**src/rtl/cpu_types_pkg.sv**
```systemverilog
// Shared CPU types: opcodes, hazard controller state and scoreboard entry.
package cpu_types_pkg;

    // MIPS primary opcodes used by the decoder
    localparam logic [5:0] OP_RTYPE = 6'h00;
    localparam logic [5:0] OP_J     = 6'h02;
    localparam logic [5:0] OP_JAL   = 6'h03;
    localparam logic [5:0] OP_BEQ   = 6'h04;
    localparam logic [5:0] OP_BNE   = 6'h05;
    localparam logic [5:0] OP_LW    = 6'h23;
    localparam logic [5:0] OP_SW    = 6'h2b;
    localparam logic [5:0] OP_HALT  = 6'h3f;

    typedef enum logic [1:0] {
        RUN    = 2'd0,
        DWAIT  = 2'd1,
        DRAIN  = 2'd2,
        HALTED = 2'd3
    } hzd_state_t;

    typedef struct packed {
        logic       valid;
        logic       wen;
        logic [4:0] wsel;
        logic       load;
    } sb_entry_t;

    // True when an in-flight writer produces a register the consumer reads; $0 never hazards
    function automatic logic raw_match(input sb_entry_t e,
                                       input logic [4:0] rs,
                                       input logic [4:0] rt,
                                       input logic       use_rs,
                                       input logic       use_rt);
        return e.valid && e.wen && (e.wsel != 5'd0) &&
               ((use_rs && (rs == e.wsel)) || (use_rt && (rt == e.wsel)));
    endfunction

endpackage

```
**src/rtl/hazard_scoreboard.sv**
```systemverilog
// Scoreboard of in-flight register writers (EX..WB) and RAW hazard detect for ID.
module hazard_scoreboard
    import cpu_types_pkg::*;
#(
    parameter int unsigned NREG   = 4,
    parameter bit          FWD_EN = 1'b1
) (
    input  logic            clk,
    input  logic            rst,
    input  logic [NREG-1:1] adv,
    input  logic [NREG-1:1] flush,
    input  sb_entry_t       id_entry,
    input  logic [4:0]      id_rs,
    input  logic [4:0]      id_rt,
    input  logic            id_use_rs,
    input  logic            id_use_rt,
    output logic            hit_c
);

    sb_entry_t sb    [1:NREG-1];
    sb_entry_t sb_in [1:NREG-1];

    // Source of each entry when its pipe register advances
    always_comb begin
        sb_in[1] = id_entry;
        for (int unsigned k = 2; k < NREG; k++) begin
            sb_in[k] = sb[k-1];
        end
    end

    // Shift alongside the pipe registers; a flushed register becomes a bubble
    always_ff @(posedge clk or posedge rst) begin
        if (rst) begin
            for (int unsigned k = 1; k < NREG; k++) begin
                sb[k] <= '0;
            end
        end else begin
            for (int unsigned k = 1; k < NREG; k++) begin
                if (flush[k]) begin
                    sb[k] <= '0;
                end else if (adv[k]) begin
                    sb[k] <= sb_in[k];
                end
            end
        end
    end

    // With forwarding only a load in EX stalls; without it every writer before WB does
    always_comb begin
        hit_c = 1'b0;
        for (int unsigned k = 1; k < NREG; k++) begin
            if (raw_match(sb[k], id_rs, id_rt, id_use_rs, id_use_rt)) begin
                if (FWD_EN) begin
                    if ((k == 1) && sb[k].load) begin
                        hit_c = 1'b1;
                    end
                end else if (k + 1 < NREG) begin
                    hit_c = 1'b1;
                end
            end
        end
    end

endmodule

```
**src/rtl/hazard_ctrl.sv**
```systemverilog
// Pipeline hazard/stall controller: stall priority mux, dmem wait / halt drain FSM, stall counter.
module hazard_ctrl
    import cpu_types_pkg::*;
#(
    parameter int unsigned NSTAGES  = 5,
    parameter int unsigned BR_STAGE = 2,
    parameter bit          FWD_EN   = 1'b1,
    parameter int unsigned CNT_W    = 16
) (
    input  logic               CLK,
    input  logic               RST,
    input  logic               ihit,
    input  logic               dhit,
    input  logic               mem_req,
    input  logic               id_valid,
    input  logic [4:0]         id_rs,
    input  logic [4:0]         id_rt,
    input  logic               id_use_rs,
    input  logic               id_use_rt,
    input  logic               id_wen,
    input  logic [4:0]         id_wsel,
    input  logic               id_load,
    input  logic               id_halt,
    input  logic               redirect,
    output logic               pc_wen,
    output logic [NSTAGES-2:0] pr_wen,
    output logic [NSTAGES-2:0] pr_flush,
    output logic               halted,
    output logic [CNT_W-1:0]   stall_cnt
);

    localparam int unsigned     NREG    = NSTAGES - 1;
    localparam int unsigned     DCNT_W  = $clog2(NREG);
    localparam logic [NREG-1:0] BR_MASK = NREG'((1 << BR_STAGE) - 1);

    hzd_state_t        state;
    hzd_state_t        eff_state;
    logic              ret_drain;
    logic [DCNT_W-1:0] dcnt;

    logic              dwait_c;
    logic              hit_c;
    logic              raw_stall_c;
    logic              halt_go_c;
    logic              pc_wen_c;
    logic [NREG-1:0]   pr_wen_c;
    logic [NREG-1:0]   pr_flush_c;
    sb_entry_t         id_entry;

    assign id_entry = '{valid: id_valid, wen: id_wen, wsel: id_wsel, load: id_load};

    hazard_scoreboard #(
        .NREG   (NREG),
        .FWD_EN (FWD_EN)
    ) u_sb (
        .clk       (CLK),
        .rst       (RST),
        .adv       (pr_wen_c[NREG-1:1]),
        .flush     (pr_flush_c[NREG-1:1]),
        .id_entry  (id_entry),
        .id_rs     (id_rs),
        .id_rt     (id_rt),
        .id_use_rs (id_use_rs),
        .id_use_rt (id_use_rt),
        .hit_c     (hit_c)
    );

    assign dwait_c     = mem_req & ~dhit;
    assign raw_stall_c = id_valid & hit_c;

    // DWAIT behaves as the state it was entered from once dhit arrives
    always_comb begin
        eff_state = state;
        if (state == DWAIT) begin
            eff_state = ret_drain ? DRAIN : RUN;
        end
    end

    assign halt_go_c = (eff_state == RUN) & id_halt & id_valid &
                       ~raw_stall_c & ~redirect & ~dwait_c;

    // Per-cycle pipeline control, highest-priority condition first
    always_comb begin
        pc_wen_c   = 1'b0;
        pr_wen_c   = '0;
        pr_flush_c = '0;
        case (eff_state)
            RUN: begin
                if (dwait_c) begin
                    pc_wen_c = 1'b0;
                end else if (redirect) begin
                    pc_wen_c   = 1'b1;
                    pr_wen_c   = '1;
                    pr_flush_c = BR_MASK;
                end else if (raw_stall_c) begin
                    pr_wen_c      = '1;
                    pr_wen_c[0]   = 1'b0;
                    pr_flush_c[1] = 1'b1;
                end else if (!ihit) begin
                    pr_wen_c      = '1;
                    pr_flush_c[0] = 1'b1;
                end else begin
                    pc_wen_c = 1'b1;
                    pr_wen_c = '1;
                end
            end
            DRAIN: begin
                if (!dwait_c) begin
                    pr_wen_c      = '1;
                    pr_flush_c[0] = 1'b1;
                end
            end
            default: begin
                pc_wen_c = 1'b0;
            end
        endcase
    end

    assign pc_wen   = pc_wen_c;
    assign pr_wen   = pr_wen_c;
    assign pr_flush = pr_flush_c;

    // FSM, drain counter, halted flag and saturating stall counter
    always_ff @(posedge CLK or posedge RST) begin
        if (RST) begin
            state     <= RUN;
            ret_drain <= 1'b0;
            dcnt      <= '0;
            halted    <= 1'b0;
            stall_cnt <= '0;
        end else begin
            case (eff_state)
                RUN: begin
                    if (dwait_c) begin
                        state     <= DWAIT;
                        ret_drain <= 1'b0;
                    end else if (halt_go_c) begin
                        state <= DRAIN;
                        dcnt  <= DCNT_W'(NREG - 1);
                    end else begin
                        state <= RUN;
                    end
                end
                DRAIN: begin
                    if (dwait_c) begin
                        state     <= DWAIT;
                        ret_drain <= 1'b1;
                    end else if (dcnt <= DCNT_W'(1)) begin
                        state  <= HALTED;
                        dcnt   <= '0;
                        halted <= 1'b1;
                    end else begin
                        state <= DRAIN;
                        dcnt  <= dcnt - DCNT_W'(1);
                    end
                end
                default: begin
                    state <= state;
                end
            endcase
            if ((eff_state == RUN) && !pc_wen_c && (stall_cnt != {CNT_W{1'b1}})) begin
                stall_cnt <= stall_cnt + CNT_W'(1);
            end
        end
    end

endmodule

```
**config.mk**
```make
export PLATFORM = sky130hd
export DESIGN_NAME = hazard_ctrl
export DESIGN_NICKNAME = d
export VERILOG_FILES = /design/src/rtl/cpu_types_pkg.sv /design/src/rtl/hazard_scoreboard.sv /design/src/rtl/hazard_ctrl.sv
export SDC_FILE = /design/constraint.sdc
export NUM_CORES = 1
export LEC_CHECK = 0
export CAP_MARGIN = 20
export CORE_ASPECT_RATIO = 1.75
export CORE_MARGIN = 5
export CORE_UTILIZATION = 50
export CTS_BUF_LIST = sky130_fd_sc_hd__clkbuf_4 sky130_fd_sc_hd__clkbuf_8
export CTS_CLUSTER_SIZE = 28
export DETAILED_ROUTE_END_ITERATION = 6
export PLACE_DENSITY_LB_ADDON = 0.25
export RECOVER_POWER = 50
export SYNTH_ARGS = -nofsm -noshare
export SYNTH_HDL_FRONTEND = slang
export SYNTH_SLANG_ARGS = --single-unit
```
**constraint.sdc**
```tcl
create_clock -name CLK -period 2.76 [get_ports CLK]
set_input_delay 0.552 -clock CLK [delete_from_list [all_inputs] [get_ports CLK]]
set_output_delay 0.552 -clock CLK [all_outputs]
set_load 0.05 [all_outputs]
```
==> metrics.md, run 1 <==
| Metric | Value |
|---|---|
| Xor and xnor area share after synthesis | 0.1363 |
| DR pass1 iterations | 4 |
| Top cells by area, synth | dfrtp_1, xnor2_1, xor2_1, nand2_1, a21oi_1 |
| CTS buffer count | 5 |
| Reg2reg setup slack | 0.59 ns |
| Maximum vdd ir drop | between 500 and 600 uV |
| # setup viols final | 0 |
| Worst r2r dst | stall_cnt[1] |
| Placer Congestion | 0.8069 |
| Largest area contributor in the synthesized netlist | dfrtp_1 |
| Total power draw | 1.850 mW |
| MaxCap Viol Count | 1 |
| Worst Setup Path Type | input pin to primary output |
| Clock sink count | 30 |
| Drt via density | 5.274 |
| Achievable frequency | 370.5 MHz |
| Adder-Cell Fraction of Synth Area | 0.007788 |
| Worst path required time | 2.21 ns |
| Synth cell types | 40 |
| Fin. Hold Viols | 0 |
| Post-synth EDFFs | 0 |
| Port bufs | 50 |
| TritonCTS clock tree | done |
| Drt wl/cell | roughly 17 um |
| Fin nets | about 250 |
| Simple-gate share of the synthesized area | 0.2220 |
| Compound-Gate Fraction of Synth Area | 0.09969 |
| CP endpoint | pr_flush[1] |
| Synthesized area | between 1500 and 2000 sq um |
| Slew Viols, Final | 31 |
| R2r worst-path depth | 6 |
| Crit end category | primary output |
| Core area | roughly 3100 sq um |
| Overflow after GRT | 0 |
| Chip Width | between 50 and 60 um |
| Synth warnings | 0 |
| Max-Slew Margin vs Limit | -0.05514 |
| Main synth FF type | dfrtp_1 |
| WP depth | 8 |
| Synth top area share | 0.4673 |
| Largest family of logic cells by synthesized area | simple AND/OR/NAND/NOR gates |
| Detailed-route DRC error count | 0 |
| Post-synthesis mux area share | 0.02025 |
| Die height | 84.99 um |
| Initial antenna violation count | 0 |
| Io pins | 53 |
| Skew final | 0.003177 ns |
| HPWL after DPL | 3285 um |
| Syn Inst Count | 162 |
| Setup crit start | id_rt[3] |
| Row cnt | 27 |
| Post-Route WL | 4401 um |
| Failing checks | capacitance limit, slew limit |
| Syn avg cell area | 9.917 sq um |
| Sequential share of the synthesized area | 0.4673 |
| Die Area | 4491 sq um |
| Min Tclk post-route | 2.699 ns |
| Total GRT Usage | 0.2086 |
| Share of layout cells above drive strength 1 | 0.1545 |
| Critical path data arrival time | about 2.2 ns |
| Clock Latency Late Sink | 0.28 ns |
| Worst Hold Slack | 0.4911 ns |
| ANT nets after route | 0 |
| Asr flop ratio synth | 1.000 |
| R2R Path Start | u_sb.sb[18] |
| Worst path top cell family by delay | simple AND/OR/NAND/NOR gates |
| Critical Path Fanout Max | 4 |
| CP max stage delay | 0.42 ns |
| Root Driver | clkbuf_8 |
| First-pass GRT wire length | 7003 um |
| Final Cycle Share | 0.9780 |
| RSZ-0062 raised after global routing | no |
| Leak pwr | 1.035 nW |
| Status | complete, but fails checks |
| Area growth syn-to-layout | 44.47% |
| Starting Density | 0.5114 |
| Post-route setup TNS | 0 ns |
| Clock Pin Slew Worst Setup and Hold Paths | 0.06 ns |
| Iter 0 DRT Violations | 26 |
| Synth Register Bits | 30 |
| Power per cell area | 797.2 nW/um^2 |
| Crit path cell chain | clkdlybuf4s50_1 > xor2_1 > nor4_2 > a32oi_2 > nor2_2 > nor2_1 > nor2_2 > buf_12 |
| Worst Hold Class | register to register |
| H-tree Lvls | 2 |
| CP Launch Type | input pin |
| Most frequent cell after synthesis | dfrtp_1 |
| Antenna Cells | 0 |
| Worst slew pin tran | around 1.6 ns |
| Vias in the first global route | 1533 |
| Most common library cells after synthesis | dfrtp_1, nand2_1, xnor2_1 |
| Crit path max-delay cell type | clkdlybuf4s50_1 |
| Worst path buffer plus inverter count | 2 |
| Largest net degree at the start of global routing | 31 |
| Vias | about 1.4k |
| Most frequent cell on the critical path | nor2_2 |
| Clk buf depth | 2 |
==> worst register-to-register path, cell delays in order (launching register included) <==
cell and delay, ns:
dfrtp_1 0.44, xor2_2 0.21, nor4_2 0.33, a32oi_2 0.18, o21ai_2 0.22, a31o_4 0.30
mux2_2 0.37
==> final cells by class <==
class                           instances  area [sq um]
Tap cell                               43         53.80
Inverter                                4         15.01
Multi-Input combinational cell        121         819.5
Clock buffer                            7         90.09
Timing Repair Buffer                   57         586.8
Fill cell                             251         820.8
Clock inverter                          1         5.005
Sequential cell                        30         750.7
==> state kept, by name, summed over array words and instances, names as in the netlist <==
| name | count |
|---|---|
| dcnt | 2 |
| state | 2 |
| ret_drain | 1 |
| halted | 1 |
| u_sb.sb | 8 |
| stall_cnt | 16 |
==> cell families (layout without fill, tap and decap cells) <==
group / count (synthesis) / after routing
flip-flops: 30 / 30
XOR/XNOR: 25 / 25
other: 1 / 2
multiplexers: 3 / 3
adder cells (fa/ha/maj): 1 / 1
AO/OA/AOI/OAI: 24 / 24
buffers and inverters: 12 / 69
AND/OR/NAND/NOR: 66 / 66
==> worst min-delay path by stage <==
stage | from | endpoint | depth (start not counted)
after detailed placement | stall_cnt[6] | stall_cnt[6] | 1
after floorplan | dcnt[1] | halted | 1
after CTS | stall_cnt[6] | stall_cnt[6] | 1
after global placement | halted | halted | 2
after global routing | stall_cnt[6] | stall_cnt[6] | 1
final | halted | halted | 2
==> routing by layer <==
layer  wire length, um  GRT usage
met5                 0          0
met4                66    0.07674
met3               268    0.05800
met2              2500     0.3857
met1              1566     0.2109
==> power breakdown <==
part | switching [mW] | internal [mW] | leakage (nW)
combinational | 0.493 | 0.322 | 0.601
clock | 0.158 | 0.210 | 0.0517
sequential | 0.122 | 0.545 | 0.382
total | 0.773 | 1.08 | 1.04
==> repair_timing <==
item,CTS,global route
gates resized for setup,3,7
setup endpoints to repair,3,3
pin swaps,1,6
hold buffers,0,0
hold endpoints to repair,0,0
setup buffers,0,1
==> metrics by stage <==
step / util / area (sq um) / worst slack [ns] / instances
final: 0.7388 / 2321 / 0.06082 / 263
after detailed placement: 0.6957 / 2186 / -0.09011 / 254
after floorplan: - / 1610 / 0.2136 / 163
after CTS: 0.7312 / 2297 / 0.008047 / 262
after global placement: 0.6957 / 2186 / 0.0007696 / 254
after global routing: 0.7388 / 2321 / 0.002735 / 263
==> cell usage in the layout, fill, tap and decap left out, types with 3 or more instances in the layout <==
cell             count
dfrtp_1             30
nand2_1             23
nor2_1               6
a21oi_1             12
xnor2_1             15
nand3_1              6
dlymetal6s2s_1       5
nand4_1              7
buf_12               4
clkbuf_8             6
and3_1               4
inv_1                3
dlygate4sd3_1        7
xor2_1               8
nor2b_1              3
clkdlybuf4s50_1     31
and2_1               3
clkbuf_1             3
buf_4                7
Power figures use the tool's default switching activity.
==> inputs of run 2 (changes only) <==
- CORE_UTILIZATION: 50 -> 45
- CTS_BUF_LIST: sky130_fd_sc_hd__clkbuf_4 sky130_fd_sc_hd__clkbuf_8 -> default
- clock period: 2.76 -> 2.6 ns (I/O delays scaled with it)
==> run 2 against run 1 <==
The run still ends with capacitance limit, slew limit left; first-iteration DRC count increased by 27%; sequential share of layout area fell by 0.62 points; flip-flop and latch count stayed put; clock skew grew 0.0072 ns; clock-buffer cell count is 2 lower; highest routed layer unchanged.
==> metrics.md, run 2 (synthesized netlist as in run 1, its figures left out) <==
| Metric | Value |
|---|---|
| TritonCTS clock tree | done |
| Biggest regs | stall_cnt (16), u_sb.sb (8) |
| Most frequent cells in the layout | dfrtp_1, clkdlybuf4s50_1, nand2_1, xnor2_1, buf_4 |
| Die height | 89.04 um |
| Max-Slew Margin vs Limit | -0.03614 |
| Slew Viols, Final | 31 |
| Placer Congestion | 0.7703 |
| Share of layout cells above drive strength 1 | 0.2035 |
| Vias | 1403 |
| Worst path required time | about 2.1 ns |
| Antenna Cells | 0 |
| CTS buffer count | 5 |
| Fin. Hold Viols | 0 |
| Fin util | 0.6928 |
| Starting Density | 0.4679 |
| Fill cells | 277 |
| Worst Setup Path Type | register to primary output |
| Clock Latency Late Sink | 0.28 ns |
| Row cnt | 28 |
| Flip-flop and latch area | 754.5 sq um |
| HPWL after DPL | 3289 um |
| M2 GR Usage | 0.3664 |
| Largest register by flop count | stall_cnt |
| Clock Pin Slew Worst Setup and Hold Paths | 0.06 ns |
| Die Area | 4912 sq um |
| Post-Route WL | ~4300 um |
| H-tree Lvls | 2 |
| Root Driver | clkbuf_8 |
| Total power draw | 1.969 mW |
| First-pass GRT wire length | between 7000 and 8000 um |
| Chip Width | roughly 55 um |
| Critical Path Fanout Max | 4 |
| Area taken by multi-input logic gates | 843.3 sq um |
| Overflow after GRT | 0 |
| Vias in the first global route | 1562 |
| Status | complete, but fails checks |
| Max FFs per register | 16 |
| Io pins | 53 |
| Port bufs | 50 |
| Worst slew pin tran | 1.554 ns |
| Drt via density | approximately 5.2 |
| Maximum vdd ir drop | between 500 and 600 uV |
| Detailed-route DRC error count | 0 |
| GR Layer Usage met1 | 0.1942 |
| Hold-fix buffers, CTS | 0 |
| Core area | between 3000 and 4000 sq um |
| Clock sink count | 30 |
| CP Launch Type | register |
| Largest net degree at the start of global routing | 31 |
| Drt wl/cell | 15.93 um |
| Achievable frequency | 393.6 MHz |
| Critical path data arrival time | 2.02 ns |
| Busiest grt layer | met2 |
| # setup viols final | 0 |
| Crit end category | primary output |
| Power per cell area | 827.7 nW/um^2 |
| MaxCap Viol Count | 1 |
| Min Tclk post-route | 2.541 ns |
| Clk buf depth | 2 |
| Met3 GRT Util | 0.06511 |
| Worst Hold Class | register to register |
| Leak pwr | between 1 and 1.5 nW |
| Failing checks | capacitance limit, slew limit |
| Area growth syn-to-layout | 48.05% |
| Final Cycle Share | 0.9773 |
| Fin nets | 254 |
| Total GRT Usage | 0.1970 |
| DR pass1 iterations | 4 |
| ANT nets after route | 0 |
| Skew final | 0.01039 ns |
| RSZ-0062 raised after global routing | yes |
| Initial antenna violation count | 0 |
| Iter 0 DRT Violations | 33 |
## run 2: changes by cell type in the layout (fill, tap and decap cells not counted), moves of 2 or more
cell             delta
dfrtp_2             +3
clkdlybuf4s50_1     -4
dlygate4sd2_1       +6
dlymetal6s2s_1      -2
buf_4               +8
dfrtp_1             -3
## run 2: final timing paths
kind | start | end | slack [ns] | cells past startpoint
max in group asynchronous | RST | u_sb.sb[20] | 0.36 | 3
worst min register to register | halted | halted | 0.48 | 2
worst min-delay path | halted | halted | 0.48 | 2
worst max-delay path | u_sb.sb[19] | pc_wen | 0.06 | 6
min in group asynchronous | RST | u_sb.sb[18] | 1.22 | 3
worst max register to register | u_sb.sb[19] | stall_cnt[1] | 0.38 | 8
## run 2: through the flow
stage | setup WS (ns) | hold WS [ns] | std cells | setup TNS, ns | cell area [sq um]
2_1_floorplan | 0.08560 | 0.4891 | 163 | 0 | 1610
3_3_place_gp | -0.1652 | 0.4605 | 257 | -0.4223 | 2196
3_5_place_dp | -0.2219 | 0.4663 | 257 | -0.6928 | 2196
4_1_cts | -0.01635 | 0.4842 | 265 | -0.01635 | 2305
5_1_grt | -0.02307 | 0.5272 | 271 | -0.05181 | 2379
6_report | 0.05907 | 0.4751 | 271 | 0 | 2379
## run 2: what timing repair did
action / in CTS / in global routing
buffers inserted: 1 / 6
resized for setup: 12 / 11
setup endpoints to repair: 4 / 3
pin swaps: 6 / 10
## run 2: layer usage
| metal | wire length, um | up-vias |
|---|---|---|
| met3 | 343 | 8 |
| met4 | 70 | 0 |
| met2 | 2346 | 51 |
| li1 | - | 677 |
| met1 | 1557 | 667 |
| met5 | 0 | - |
## run 2: report_power, final
| group | internal [mW] | total (mW) | switching (mW) |
|---|---|---|---|
| clock network | 0.179 | 0.341 | 0.162 |
| logic | 0.374 | 0.923 | 0.549 |
| registers | 0.583 | 0.705 | 0.122 |
| total | 1.14 | 1.97 | 0.833 |
## run 2: critical path, cell delays in order (launching register included)
cell and delay (ns):
dfrtp_2 0.43, or4_4 0.55, o21ai_4 0.18, buf_4 0.13
o21ai_2 0.07, a21oi_2 0.21, buf_12 0.16
## run 2: cell type report
class                      count  area share
clock buffer                   5     0.02893
clock inverter                 2    0.004208
inverter                       4    0.006312
multi-input combinational    121      0.3546
sequential                    30      0.3172
tap                           45     0.02367
timing repair buffer          64      0.2651
